[src/rtl/sbc_proto_pkg.sv]
// Shared protocol definitions for the single-byte-command / two-byte-response
// exchange with the DHT11 controller: command and reply byte values, the
// result classes and the requester state encoding.
package sbc_proto_pkg;

    localparam logic [7:0] CMD_STATUS   = 8'd3;
    localparam logic [7:0] CMD_TEMP     = 8'd4;
    localparam logic [7:0] CMD_UMI      = 8'd5;

    localparam logic [7:0] RSP_OK       = 8'd102;
    localparam logic [7:0] RSP_SENS_ERR = 8'd31;
    localparam logic [7:0] RSP_INVALID  = 8'd126;

    typedef enum logic [2:0] {
        ST_DATA     = 3'd0,
        ST_SENS_OK  = 3'd1,
        ST_SENS_ERR = 3'd2,
        ST_INVALID  = 3'd3,
        ST_TIMEOUT  = 3'd4,
        ST_MISMATCH = 3'd5
    } sbc_status_e;

    typedef enum logic [2:0] {
        S_IDLE   = 3'd0,
        S_SEND   = 3'd1,
        S_RX_B1  = 3'd2,
        S_RX_B2  = 3'd3,
        S_DECODE = 3'd4
    } sbc_state_e;

    // Classify a completed (non-timed-out) reply against the command sent.
    function automatic sbc_status_e sbc_classify(input logic [7:0] cmd,
                                                 input logic [7:0] hi,
                                                 input logic [7:0] lo);
        sbc_status_e res;
        res = ST_MISMATCH;
        if (cmd == CMD_TEMP || cmd == CMD_UMI) begin
            res = ST_DATA;
        end else if (cmd == CMD_STATUS) begin
            if (hi == RSP_OK && lo == RSP_OK)
                res = ST_SENS_OK;
            else if (hi == RSP_SENS_ERR && lo == RSP_SENS_ERR)
                res = ST_SENS_ERR;
        end else if (hi == RSP_INVALID && lo == RSP_INVALID) begin
            res = ST_INVALID;
        end
        return res;
    endfunction

endpackage

[src/rtl/sbc_requester_if.sv]
// Handshake/bus bundle of the requester: host request side, UART TX/RX side
// and the result outputs. master = requester, slave = its environment.
interface sbc_requester_if;
    logic       Start;
    logic [7:0] Cmd;
    logic [7:0] TxData;
    logic       Enable_tx;
    logic       Tx_done;
    logic       Rx_done;
    logic [7:0] Rx_data;
    logic       Busy;
    logic       Done;
    logic [7:0] Byte_hi;
    logic [7:0] Byte_lo;
    logic [2:0] Status;

    modport master (
        input  Start, Cmd, Tx_done, Rx_done, Rx_data,
        output TxData, Enable_tx, Busy, Done, Byte_hi, Byte_lo, Status
    );

    modport slave (
        output Start, Cmd, Tx_done, Rx_done, Rx_data,
        input  TxData, Enable_tx, Busy, Done, Byte_hi, Byte_lo, Status
    );
endinterface

[src/rtl/sbc_requester_req_timer.sv]
// Wait-state timeout counter: clear has priority over enable; the count stops
// at TIMEOUT_CYCLES-1 and raises expired while it sits there.
module req_timer #(
    parameter int TIMEOUT_CYCLES = 150000000,
    parameter int CNT_W          = 28
) (
    input  logic Clk,
    input  logic Rst,
    input  logic clr,
    input  logic en,
    output logic expired
);
    localparam logic [CNT_W-1:0] LAST = CNT_W'(TIMEOUT_CYCLES - 1);

    logic [CNT_W-1:0] cnt_q, cnt_d;

    assign expired = (cnt_q == LAST);

    // Next count: clear, else count up while enabled and not yet expired.
    always_comb begin
        cnt_d = cnt_q;
        if (clr)
            cnt_d = '0;
        else if (en && !expired)
            cnt_d = cnt_q + 1'b1;
    end

    // Counter register.
    always_ff @(posedge Clk or negedge Rst) begin
        if (!Rst)
            cnt_q <= '0;
        else
            cnt_q <= cnt_d;
    end
endmodule

[src/rtl/sbc_requester.sv]
// Host-side initiator of the DHT11 controller UART exchange: sends one command
// byte, collects two reply bytes, classifies them and strobes Done.
// Optional build macro SBC_REQ_RETRY_EN: the first timeout of an exchange
// resends the latched command once instead of reporting TIMEOUT.
module sbc_requester
    import sbc_proto_pkg::*;
#(
    parameter int TIMEOUT_CYCLES = 150000000,
    parameter int CNT_W          = 28
) (
    input logic             Clk,
    input logic             Rst,
    sbc_requester_if.master bus
);
    sbc_state_e  state_q, state_d;
    sbc_status_e status_q, status_d;
    logic [7:0]  cmd_q, cmd_d;
    logic [7:0]  txdata_q, txdata_d;
    logic [7:0]  byte_hi_q, byte_hi_d;
    logic [7:0]  byte_lo_q, byte_lo_d;
    logic        en_tx_q, en_tx_d;
    logic        busy_q, busy_d;
    logic        done_q, done_d;
    logic        tmo_q, tmo_d;
    logic        rx_q;
`ifdef SBC_REQ_RETRY_EN
    logic        retry_q, retry_d;
`endif

    logic timer_clr, timer_en, expired, rx_edge, tmo_hit;

    // A held-high Rx_done counts once; stale levels from IDLE/SEND never edge.
    assign rx_edge = bus.Rx_done & ~rx_q;

    req_timer #(.TIMEOUT_CYCLES(TIMEOUT_CYCLES), .CNT_W(CNT_W)) u_timer (
        .Clk     (Clk),
        .Rst     (Rst),
        .clr     (timer_clr),
        .en      (timer_en),
        .expired (expired)
    );

    // Next-state and output logic; events beat a simultaneous timeout.
    always_comb begin
        state_d   = state_q;
        status_d  = status_q;
        cmd_d     = cmd_q;
        txdata_d  = txdata_q;
        byte_hi_d = byte_hi_q;
        byte_lo_d = byte_lo_q;
        en_tx_d   = en_tx_q;
        tmo_d     = tmo_q;
        done_d    = 1'b0;
        timer_clr = 1'b0;
        timer_en  = 1'b0;
        tmo_hit   = 1'b0;
`ifdef SBC_REQ_RETRY_EN
        retry_d   = retry_q;
`endif
        case (state_q)
            S_IDLE: begin
                timer_clr = 1'b1;
                if (bus.Start) begin
                    cmd_d     = bus.Cmd;
                    txdata_d  = bus.Cmd;
                    en_tx_d   = 1'b1;
                    byte_hi_d = '0;
                    byte_lo_d = '0;
                    tmo_d     = 1'b0;
`ifdef SBC_REQ_RETRY_EN
                    retry_d   = 1'b0;
`endif
                    state_d   = S_SEND;
                end
            end
            S_SEND: begin
                timer_en = 1'b1;
                if (bus.Tx_done) begin
                    en_tx_d   = 1'b0;
                    timer_clr = 1'b1;
                    state_d   = S_RX_B1;
                end else if (expired) begin
                    tmo_hit = 1'b1;
                end
            end
            S_RX_B1: begin
                timer_en = 1'b1;
                if (rx_edge) begin
                    byte_hi_d = bus.Rx_data;
                    timer_clr = 1'b1;
                    state_d   = S_RX_B2;
                end else if (expired) begin
                    tmo_hit = 1'b1;
                end
            end
            S_RX_B2: begin
                timer_en = 1'b1;
                if (rx_edge) begin
                    byte_lo_d = bus.Rx_data;
                    state_d   = S_DECODE;
                end else if (expired) begin
                    tmo_hit = 1'b1;
                end
            end
            S_DECODE: begin
                done_d   = 1'b1;
                status_d = tmo_q ? ST_TIMEOUT : sbc_classify(cmd_q, byte_hi_q, byte_lo_q);
                state_d  = S_IDLE;
            end
            default: state_d = S_IDLE;
        endcase

        if (tmo_hit) begin
`ifdef SBC_REQ_RETRY_EN
            if (!retry_q) begin
                retry_d   = 1'b1;
                en_tx_d   = 1'b1;
                timer_clr = 1'b1;
                state_d   = S_SEND;
            end else begin
                en_tx_d = 1'b0;
                tmo_d   = 1'b1;
                state_d = S_DECODE;
            end
`else
            en_tx_d = 1'b0;
            tmo_d   = 1'b1;
            state_d = S_DECODE;
`endif
        end

        busy_d = (state_d != S_IDLE);
    end

    // State and output registers.
    always_ff @(posedge Clk or negedge Rst) begin
        if (!Rst) begin
            state_q   <= S_IDLE;
            status_q  <= ST_DATA;
            cmd_q     <= '0;
            txdata_q  <= '0;
            byte_hi_q <= '0;
            byte_lo_q <= '0;
            en_tx_q   <= 1'b0;
            busy_q    <= 1'b0;
            done_q    <= 1'b0;
            tmo_q     <= 1'b0;
            rx_q      <= 1'b0;
`ifdef SBC_REQ_RETRY_EN
            retry_q   <= 1'b0;
`endif
        end else begin
            state_q   <= state_d;
            status_q  <= status_d;
            cmd_q     <= cmd_d;
            txdata_q  <= txdata_d;
            byte_hi_q <= byte_hi_d;
            byte_lo_q <= byte_lo_d;
            en_tx_q   <= en_tx_d;
            busy_q    <= busy_d;
            done_q    <= done_d;
            tmo_q     <= tmo_d;
            rx_q      <= bus.Rx_done;
`ifdef SBC_REQ_RETRY_EN
            retry_q   <= retry_d;
`endif
        end
    end

    assign bus.TxData    = txdata_q;
    assign bus.Enable_tx = en_tx_q;
    assign bus.Busy      = busy_q;
    assign bus.Done      = done_q;
    assign bus.Byte_hi   = byte_hi_q;
    assign bus.Byte_lo   = byte_lo_q;
    assign bus.Status    = status_q;
endmodule

[src/flat_wrapper.sv]
// flat-port wrapper written by rule: the top's interface ports become plain ports
module sbc_requester_flat import sbc_proto_pkg::*;
#(
    parameter int TIMEOUT_CYCLES = 150000000,
    parameter int CNT_W          = 28
)
  (Clk, Rst, bus_Start, bus_Cmd, bus_Tx_done, bus_Rx_done, bus_Rx_data, bus_TxData, bus_Enable_tx, bus_Busy, bus_Done, bus_Byte_hi, bus_Byte_lo, bus_Status);
  sbc_requester_if bus_i ();
  input logic Clk;
  input logic Rst;
  input wire logic [$bits(bus_i.Start)-1:0] bus_Start;
  input wire logic [$bits(bus_i.Cmd)-1:0] bus_Cmd;
  input wire logic [$bits(bus_i.Tx_done)-1:0] bus_Tx_done;
  input wire logic [$bits(bus_i.Rx_done)-1:0] bus_Rx_done;
  input wire logic [$bits(bus_i.Rx_data)-1:0] bus_Rx_data;
  output wire logic [$bits(bus_i.TxData)-1:0] bus_TxData;
  output wire logic [$bits(bus_i.Enable_tx)-1:0] bus_Enable_tx;
  output wire logic [$bits(bus_i.Busy)-1:0] bus_Busy;
  output wire logic [$bits(bus_i.Done)-1:0] bus_Done;
  output wire logic [$bits(bus_i.Byte_hi)-1:0] bus_Byte_hi;
  output wire logic [$bits(bus_i.Byte_lo)-1:0] bus_Byte_lo;
  output wire logic [$bits(bus_i.Status)-1:0] bus_Status;
  assign bus_i.Start = bus_Start;
  assign bus_i.Cmd = bus_Cmd;
  assign bus_i.Tx_done = bus_Tx_done;
  assign bus_i.Rx_done = bus_Rx_done;
  assign bus_i.Rx_data = bus_Rx_data;
  assign bus_TxData = bus_i.TxData;
  assign bus_Enable_tx = bus_i.Enable_tx;
  assign bus_Busy = bus_i.Busy;
  assign bus_Done = bus_i.Done;
  assign bus_Byte_hi = bus_i.Byte_hi;
  assign bus_Byte_lo = bus_i.Byte_lo;
  assign bus_Status = bus_i.Status;
  sbc_requester #(.TIMEOUT_CYCLES(TIMEOUT_CYCLES), .CNT_W(CNT_W)) u_core (.Clk(Clk), .Rst(Rst), .bus(bus_i));
endmodule
[config.mk]
export PLATFORM = sky130hd
export DESIGN_NAME = sbc_requester_flat
export DESIGN_NICKNAME = d
export VERILOG_FILES = /design/src/rtl/sbc_proto_pkg.sv /design/src/rtl/sbc_requester_if.sv /design/src/rtl/sbc_requester_req_timer.sv /design/src/rtl/sbc_requester.sv /design/src/flat_wrapper.sv
export SDC_FILE = /design/constraint.sdc
export NUM_CORES = 1
export LEC_CHECK = 0
export ABC_CLOCK_PERIOD_IN_PS = 2800
export BUFFER_PORTS_ARGS = -buffer_cell sky130_fd_sc_hd__buf_4
export CAP_MARGIN = 20
export CORE_MARGIN = 4
export CORE_UTILIZATION = 40
export CTS_CLUSTER_DIAMETER = 100
export DETAILED_ROUTE_END_ITERATION = 8
export SLEW_MARGIN = 15
export SYNTH_ARGS = -nofsm -noshare
export SYNTH_HDL_FRONTEND = slang
export SYNTH_HIERARCHICAL = 1
export SYNTH_SLANG_ARGS = --single-unit
[constraint.sdc]
create_clock -name Clk -period 2.8 [get_ports Clk]
set_input_delay 0.56 -clock Clk [delete_from_list [all_inputs] [get_ports Clk]]
set_output_delay 0.56 -clock Clk [all_outputs]
set_load 0.05 [all_outputs]
After elaboration in Yosys (flattened, before gate mapping):

Cells that the tools add are included.

* register bits after elaboration: 63
* input bits: 21
* word-level logic and storage cells: 88

* add/subtract/negate cells: 1
* eq/ne operators: 19
* mux-type cells: 34
* bitwise logic cells: 2
* reductions and logical operators: 21

Operator list (number)
* 2-to-1 mux 28 bit: 2
* 2-to-1 mux 3 bit: 11
* equality test 8 x 7 -> 1 bit (second input constant): 4
* one-hot mux 8 bit (2 select lines): 2
* adder 28 x 1 -> 28 bit (second input constant): 1
* equality test 28 bit (second input constant): 1
* equality test 8 x 3 -> 1 bit (second input constant): 2
* equality test 8 x 5 -> 1 bit (second input constant): 2
* 2-to-1 mux 8 bit: 2
* 2-to-1 mux 1 bit: 13
* one-hot mux 3 bit (4 select lines): 1
* nonzero test 2 bit: 5
* AND reduction 3 bit: 3
* equality test 8 x 2 -> 1 bit (second input constant): 1
* equality test 3 x 2 -> 1 bit (second input constant): 2
* != test 3 x 2 -> 1 bit (second input constant): 2
* nonzero test 3 bit: 2
* logical AND 1 bit: 4
* != test 2 x 1 -> 1 bit (second input constant): 2
* one-hot mux 1 bit (2 select lines): 2
* AND reduction 2 bit: 2
* equality test 3 x 1 -> 1 bit (second input constant): 1
* equality test 3 bit (second input constant): 1
* zero test 3 bit: 1
* 8 further kinds: 8

Logic depth before layout (Yosys ltp):

Gate-level depths: netlist of the first run.

* depth after elaboration: 7
* mapped depth: 10
* gate-level depth less buffers: 8

By module:

The synthesis of the first run kept the hierarchy.

Modules (own cells, without submodules)
* sbc_requester: instances 1, cells each 168, area an instance 1734.2 µm²
* req_timer: instances 1, cells each 157, area an instance 1521.5 µm²

Worst setup path after synthesis of the first run:

OpenSTA, ideal clock, no wires.

* path kind: register to register
* from: reg u_core.state_q[2]
* to: reg u_core.u_timer.cnt_q[26]
* library setup time: 132 ps
* arrival: 1938 ps
* required time: 2668 ps
* slack: 731 ps
* stages on the path, launching flop included: 10
* clock period less this slack: 2069 ps
* path through: dfrtp_1 -> buf_4 -> nor2_1 -> clkbuf_1 -> nand2_1 -> or3_1 -> buf_2 -> nor4_2 -> xnor2_1 -> nor2_1

* longest elaborated chain between the ends: 5

Ends and longest elaborated chain
* from (decl): line sbc_requester.sv:15 `sbc_state_e state_q, state_d;`
* from (signal assigned): line sbc_requester.sv:153 `state_q <= state_d;`
* equality test 3 x 1 -> 1 bit / equality test 3 x 2 -> 1 bit (equally long branches): line sbc_requester.sv:60 `case (state_q)`
* OR reduction 3 bit (no line) (*)
* 2-to-1 mux 1 bit (*): line sbc_requester.sv:60
* net u_core.timer_en: line sbc_requester.sv:30 `logic timer_clr, timer_en, expired, rx_edge, tmo_hit;`
* logical AND 1 bit (*): line sbc_requester_req_timer.sv:24 `else if (en && !expired)`
* nonzero test 2 bit (no line) (*)
* to (signal assigned): line sbc_requester_req_timer.sv:33 `cnt_q <= cnt_d;`
* to (decl): line sbc_requester_req_timer.sv:15 `logic [CNT_W-1:0] cnt_q, cnt_d;`

The timed path passes the listed nets; every way through them passes the cells marked *.
A chain may end at the register's enable or synchronous reset.

Worst setup path after layout of the first run:

* from: reg u_core.u_timer.cnt_q[18]
* to: reg u_core.busy_q, in the netlist u_core/bus.Busy

* longest elaborated chain between the ends: 6

Ends and longest elaborated chain
* equality test 28 bit (*): line sbc_requester_req_timer.sv:17 `assign expired = (cnt_q == LAST);`
* net u_core.expired: line sbc_requester.sv:30
* 2-to-1 mux 1 bit (*): line sbc_requester.sv:82, sbc_requester.sv:92, sbc_requester.sv:101
* 2-to-1 mux 1 bit (on tied branches): line sbc_requester.sv:88, sbc_requester.sv:78
* one-hot mux 1 bit (2 select lines) (*): line sbc_requester.sv:60
* 2-to-1 mux 3 bit (*): line sbc_requester.sv:113 `if (tmo_hit) begin`
* net u_core.state_d[1]: line sbc_requester.sv:15
* nonzero test 3 bit (*): line sbc_requester.sv:132 `busy_d = (state_d != S_IDLE);`
* net u_core.busy_d: line sbc_requester.sv:22 `logic busy_q, busy_d;`
* to (signal assigned): line sbc_requester.sv:160 `busy_q <= busy_d;`
* to (decl): line sbc_requester.sv:22

Marks and branches as above.

==> results of run 1 <==
worst min path at each step:
stage,slack [ns],endpoint,start,depth (start not counted)
2_1_floorplan,0.26,u_core/bus.Busy,Rst,0
3_3_place_gp,0.48,u_core/bus.Status[1],u_core/bus.Status[1],2
3_5_place_dp,0.49,u_core/bus.Status[2],u_core/bus.Status[2],2
4_1_cts,0.33,u_core/rx_q,Rst,1
5_1_grt,0.34,u_core/rx_q,bus_Rx_done,1
6_report,0.31,u_core/rx_q,Rst,1
cell families after synthesis:
logic type | Yosys count
AO/OA/AOI/OAI | 38
XOR/XNOR | 24
adder cells (fa/ha/maj) | 1
buffers and inverters | 25
flip-flops | 63
multiplexers | 14
AND/OR/NAND/NOR | 160
report_power, final:
part / total [mW] / internal, mW / switching (mW)
clock network: 0.893 / 0.550 / 0.343
registers: 1.38 / 1.13 / 0.245
logic: 1.82 / 0.593 / 1.23
cell usage after synthesis (5+ instances only):
master,count
nand3_1,16
nor3_1,7
dfrtp_1,63
and2_1,6
o21ai_0,9
nor4_1,6
nand2_1,33
xnor2_1,17
clkbuf_1,5
inv_1,12
mux2_2,9
a21oi_1,8
xor2_1,7
nor2_1,34
nor2b_1,7
nand4_1,10
o21ai_1,8
worst max-delay path: stages (launching register included):
cell and delay (ns):
dfrtp_1 0.42, nor4b_1 0.34, and4_1 0.37, and2_1 0.20, inv_1 0.08, o211ai_2 0.15, a21oi_1 0.10, or4b_1 0.53
per-layer routing:
layer | GRT usage, % | vias up | wire, um
met3 | 5.93 | 8 | 430
met2 | 23.7 | 59 | 3220
li1 | - | 1244 | -
met5 | 0 | - | 0
met4 | 4.83 | 0 | 89
met1 | 21.7 | 1223 | 3400
sequential cells by signal, summed over array words and instances (netlist names):
signal                flops
u_core/state_q            3
u_core/bus.Busy           1
u_core/rx_q               1
u_core/bus.Done           1
u_core/tmo_q              1
u_core/bus.Status         3
u_core/bus.Enable_tx      1
u_core/bus.Byte_hi        8
u_core/bus.Byte_lo        8
u_core/u_timer/cnt_q     28
u_core/bus.TxData         8
area by class of cell:
cell class	instances	area (um2)
Clock buffer	13	159
Clock inverter	3	65.1
Fill cell	738	3860
Inverter	12	45.0
Multi-Input combinational cell	237	1560
Sequential cell	63	1580
Tap cell	102	128
Timing Repair Buffer	55	413
metrics by stage:
stage	cells	power, mW	worst slack (ns)
floorplan	325	2.68	0.731
global placement	469	3.20	0.559
detailed placement	469	3.23	0.486
CTS	485	4.15	0.473
global route	485	4.34	0.361
finish	485	4.09	0.469
==> impl_metrics.csv, run 1 <==
group,metric,value,unit
routing,drt-initial-drc-count,117,
routing,routed_wirelength,7.15,mm
synthesis,yosys.area.top_type,"dfrtp_1",
final_layout,synthToLayoutAreaGrowth,21.2,%
setup_path,timing.critical_path.from,"u_core/u_timer/cnt_q[18]",
grt,grt_overflow,0,
place,io_buffer_count,50,
setup_path,cp.required,3.00,ns
synthesis,ys_seq_area_share,48.4,%
synthesis,netlist_instances,325,
setup_path,r2r_setup_slack,0.47,ns
setup_path,worstPathMaxFanout,6,
grt,antenna_found_initial,0,
die,die_h,98.2,um
synthesis,async_flop_share,100,%
synthesis,synth_area_per_cell,10.0,um2
sta,slew_headroom,48.0,%
clock_tree,worstSkewPairLatency,0.34,ns
synthesis,synthMuxAreaShare,4.77,%
sta,finClkSkew,0.0103,ns
clock_tree,clk_pin_slew_worst_paths,0.07,ns
place,place.gp.congestion,0.795,
sta,min_period_over_period,83.3,%
setup_path,worstSetupPathType,"flop to flop",
synthesis,synth_top_cell_area_share,48.4,%
synthesis,synth_flop_cell,"dfrtp_1",
die,start_util,41.7,%
grt,grt_pass1_wl,12.4,mm
routing,vias,2534,
sta,fin_hold_ws,0.305,ns
sta,setup_viol,0,
final_layout,diodes,0,
grt,grt_usage,15.9,%
sta,rsz0062_at_grt,"no",
pwr,power.density,1040,nW/um2
clock_tree,cts_max_level,3,
die,rows,32,
die,die_w,98.2,um
pwr,irDropWorstVdd,681,uV
setup_path,start_kind,"flop",
sta,min_period,2.33,ns
place,dp_hpwl,5.05,mm
clock_tree,hold_buffers,0,
clock_tree,cts_tree,"done",
final_layout,drive_above_1_share,25.6,%
final_layout,layout.nets,400,
setup_path,reg2reg_to,"u_core/bus.Busy",
synthesis,syn_area,3260,um2
place,dpl_cell_area,3720,um2
die,ios,51,
synthesis,synth_fp_nets,347,
grt,grt_max_degree,64,
sta,setup_tns,0,ns
synthesis,ys_types,54,
die,core,7810,um2
synthesis,synth_compound_area_share,7.42,%
final_layout,final_cell_mix,"dfrtp_1, buf_4, nor2_1",
synthesis,synthAdderAreaFrac,0.384,%
clock_tree,cts_resized,0,
setup_path,r2r_cells,7,
sta,tightest_slew,0.780,ns
clock_tree,tritoncts_num_sinks,63,
pwr,p_leak,1.71,nW
grt,grt_pass1_vias,2537,
routing,drc,0,
setup_path,worst_setup_path_end_kind,"flop",
clock_tree,numCtsBuffers,9,
sta,maxSlewViolCount,0,
sta,fmax,429,MHz
final_layout,stdcell_area,3950,um2
routing,final_antenna_net_count,0,
routing,detail_route.wl_per_cell,14.7,um
clock_tree,cts_setup_buffers,0,
synthesis,synth_top_family_by_area,"simple AND/OR/NAND/NOR gates",
setup_path,worstPathArrival,2.53,ns
die,die_area,9650,um2
setup_path,r2r_start,"u_core/u_timer/cnt_q[18]",
final_layout,final_common_cell,"dfrtp_1",
clock_tree,clockBufferDepth,2,
synthesis,synth_edf_count,0,
setup_path,endpoint,"u_core/bus.Busy",
synthesis,synth_area_leaders,"dfrtp_1, xnor2_1, nor2_1",
final_layout,final_core_util,50.5,%
synthesis,ys_ff_latch,63,
synthesis,synth_warnings,6,
routing,dr.pass1.iters,4,
synthesis,synthSimpleGateAreaFrac,28.7,%
synthesis,synth_xor_xnor_area_share,6.46,%
sta,hold_viol,0,
worst_hold_path,hp-class,"input port to async pin",
clock_tree,root_buffer,"clkbuf_8",
routing,post_drt_via_cell_ratio,5.22,
outcome,status,"finished clean",
flow_run,drv_cap,0,
(Power assumes the default switching activity.)
==> inputs of run 2 (changes only) <==
--- a/config.mk
+++ b/config.mk
@@ -5,7 +5,8 @@
 export SDC_FILE = /design/constraint.sdc
 export NUM_CORES = 1
 export LEC_CHECK = 0
-export ABC_CLOCK_PERIOD_IN_PS = 2800
+export ABC_AREA = 1
+export ABC_CLOCK_PERIOD_IN_PS = 2400
 export BUFFER_PORTS_ARGS = -buffer_cell sky130_fd_sc_hd__buf_4
 export CAP_MARGIN = 20
 export CORE_MARGIN = 4
==> constraint.sdc (replaced) <==
create_clock -name Clk -period 2.4 [get_ports Clk]
set_input_delay 0.48 -clock Clk [delete_from_list [all_inputs] [get_ports Clk]]
set_output_delay 0.48 -clock Clk [all_outputs]
set_load 0.05 [all_outputs]
==> run 2 against run 1 <==
Net effect: cell area rose by 11%; clock-buffer cell count shrank 1; clock skew is 0.00055 ns lower; synthesized area is 15% higher; wire length grew 23%; critical endpoint is now u_core/u_timer/cnt_q[0]; largest cell class is now multi-input combinational cells; largest power group unchanged.
==> impl_metrics.csv, run 2 <==
group,metric,value,unit
sta,finClkSkew,0.00979,ns
setup_path,worstPathArrival,2.12,ns
pwr,seq_power_share,33.5,%
pwr,p_int,2.40,mW
flow_run,drv_cap,0,
routing,drc,0,
synthesis,ys_types,36,
outcome,status,"finished clean",
synthesis,netlist_instances,520,
sta,min_period,1.89,ns
setup_path,worst_setup_path_end_kind,"flop",
final_layout,multiInputGateArea,1880,um2
clock_tree,hold_buffers,0,
setup_path,crit_path_cell_trace,"ha_1, nand2_1, inv_1, nand2_1, nor2_1, nand2_1, nor2_4, nor2_4, nor2_8, nand2_1, nand2_1",
setup_path,worstPathMaxFanout,28,
pwr,switching_share,48.9,%
synthesis,synth_warnings,6,
grt,grt_max_degree,64,
final_layout,stdcell_count,689,
pwr,switchingPower,2.29,mW
final_layout,final_cell_mix,"nand2_1, nor2_1, dfrtp_1",
sta,setup_viol,0,
place,io_buffer_count,50,
clock_tree,worstSkewPairLatency,0.34,ns
sta,fin_hold_ws,0.189,ns
setup_path,cp_common_cell,"nand2_1",
setup_path,r2r_setup_slack,0.51,ns
die,die_area,11000,um2
clock_tree,root_buffer,"clkbuf_8",
place,place.gp.congestion,0.894,
routing,dr.pass1.iters,4,
setup_path,r2r_start,"u_core/u_timer/cnt_q[0]",
final_layout,largest_register,"u_core/u_timer/cnt_q",
worst_hold_path,hp-class,"input port to async pin",
place,dp_hpwl,6.49,mm
sta,setup_tns,0,ns
grt,grt_usage,17.3,%
clock_tree,clk_pin_slew_worst_paths,0.07,ns
die,rows,35,
final_layout,diodes,0,
setup_path,crit_slowest_cell,"nor2_4",
synthesis,synth_fp_nets,542,
place,place_inst,674,
clock_tree,cts_tree,"done",
sta,hold_viol,0,
final_layout,seq_area,1580,um2
synthesis,yosysMostFrequentCell,"nand2_1",
sta,tightest_slew,0.800,ns
synthesis,async_flop_share,100,%
synthesis,syn_area,3740,um2
final_layout,final_common_cell,"nand2_1",
pwr,p_leak,2.27,nW
clock_tree,cts_setup_buffers,0,
routing,detail_route.wl_per_cell,12.8,um
synthesis,synth_top_cell_area_share,42.2,%
synthesis,yosys-top-cells-count,"nand2_1, nor2_1, dfrtp_1",
synthesis,synth_edf_count,0,
clock_tree,tritoncts_num_sinks,63,
sta,min_period_over_period,78.9,%
pwr,total_power,4.70,mW
final_layout,fillCellCount,927,
routing,final_antenna_net_count,0,
setup_path,reg2reg_to,"u_core/u_timer/cnt_q[0]",
routing,drt-initial-drc-count,135,
die,ios,51,
synthesis,synth_area_per_cell,7.19,um2
routing,vias,3333,
grt,grt_overflow,0,
final_layout,drive_above_1_share,17.0,%
pwr,combPwrFrac,48.2,%
synthesis,yosys.area.top_type,"dfrtp_1",
die,start_util,40.8,%
setup_path,start_kind,"flop",
pwr,clkPwrFrac,18.3,%
grt,grt_pass1_wl,15.6,mm
final_layout,layout.nets,596,
setup_path,crit_buf_inv,1,
synthesis,synth_area_leaders,"dfrtp_1, nand2_1, nor2_1",
synthesis,ys_seq_area_share,42.2,%
pwr,irDropWorstVdd,780,uV
clock_tree,cts_max_level,3,
clock_tree,clockBufferDepth,2,
grt,antenna_found_initial,0,
setup_path,slowest_delay,0.43,ns
pwr,power.density,1080,nW/um2
sta,rsz0062_at_grt,"no",
die,die_h,105,um
setup_path,r2r_cells,11,
die,die_w,105,um
grt,grt_pass1_vias,3299,
routing,routed_wirelength,8.80,mm
final_layout,largest_register_ffs,28,
synthesis,ys_ff_latch,63,
synthesis,synth_flop_cell,"dfrtp_1",
setup_path,worstSetupPathType,"flop to flop",
clock_tree,cts_resized,0,
die,core,9150,um2
setup_path,critPathTopFamily,"simple AND/OR/NAND/NOR gates",
sta,slew_headroom,46.7,%
setup_path,cp.required,2.63,ns
routing,post_drt_via_cell_ratio,4.84,
clock_tree,numCtsBuffers,9,
sta,maxSlewViolCount,0,
sta,fmax,528,MHz
final_layout,synthToLayoutAreaGrowth,16.8,%
## run 2: worst max-delay path by stage
stage | start | slack (ns) | cells past startpoint | endpoint
finish | u_core/u_timer/cnt_q[0] | 0.51 | 11 | u_core/u_timer/cnt_q[0]
global route | u_core/state_q[1] | 0.25 | 9 | u_core/u_timer/cnt_q[14]
CTS | u_core/u_timer/cnt_q[0] | 0.49 | 11 | u_core/u_timer/cnt_q[8]
detailed placement | bus_Rx_done | 0.39 | 9 | u_core/u_timer/cnt_q[14]
global placement | bus_Rx_done | 0.45 | 9 | u_core/u_timer/cnt_q[14]
floorplan | u_core/state_q[2] | 0.75 | 9 | u_core/u_timer/cnt_q[11]
## run 2: final cells by class
class,instances,share of cell area [%]
clock buffers,12,3.78
clock inverters,3,0.401
inverters,52,4.59
multi-input cells,396,43.0
flip-flops and latches,63,36.1
well taps,111,3.18
repair buffers,52,8.94
## run 2: metal layers
layer  part of all wire, %  routed length (um)  GRT usage (%)
met3                   4.4                 388           4.63
met5                     0                   0              0
met4                  0.80                  70           3.94
met1                    47                4130           23.0
met2                    48                4210           28.4
## run 2: worst register-to-register path, cell delays in order (launching register included)
cell     delay, ns
dfrtp_1       0.41
ha_1          0.24
nand2_1       0.07
inv_1         0.05
nand2_1       0.05
nor2_1        0.04
nand2_1       0.10
nor2_4        0.06
nor2_4        0.43
nor2_8        0.18
nand2_1       0.11
nand2_1       0.05
## run 2: cells by family (layout without fill, tap and decap cells)
logic type / Yosys count / in the layout / share of synthesized area, %
compound gates: 20 / 20 / 3.28
xor+xnor: 13 / 13 / 3.05
fa+ha+maj: 1 / 1 / 0.335
buf+inv: 61 / 119 / 7.63
flops: 63 / 63 / 42.2
simple gates: 362 / 362 / 43.5
## run 2: through the flow
| step | area [um2] | setup WS, ns | utilization, % |
|---|---|---|---|
| after CTS | 4360 | 0.495 | 47.7 |
| after floorplan | 3740 | 0.748 | - |
| after detailed placement | 4180 | 0.389 | 45.7 |
| after global placement | 4180 | 0.452 | 45.7 |
| final | 4360 | 0.507 | 47.7 |
| after global routing | 4360 | 0.248 | 47.7 |
## run 2: power by group through the flow
stage                     Combinational, mW  Clock, mW  Sequential (mW)
after floorplan                        1.01          0             2.26
after global placement                 2.27          0             1.59
after detailed placement               2.29          0             1.59
after CTS                              2.29      0.891             1.57
after global routing                   2.46      0.958             1.62
final                                  2.26      0.860             1.57
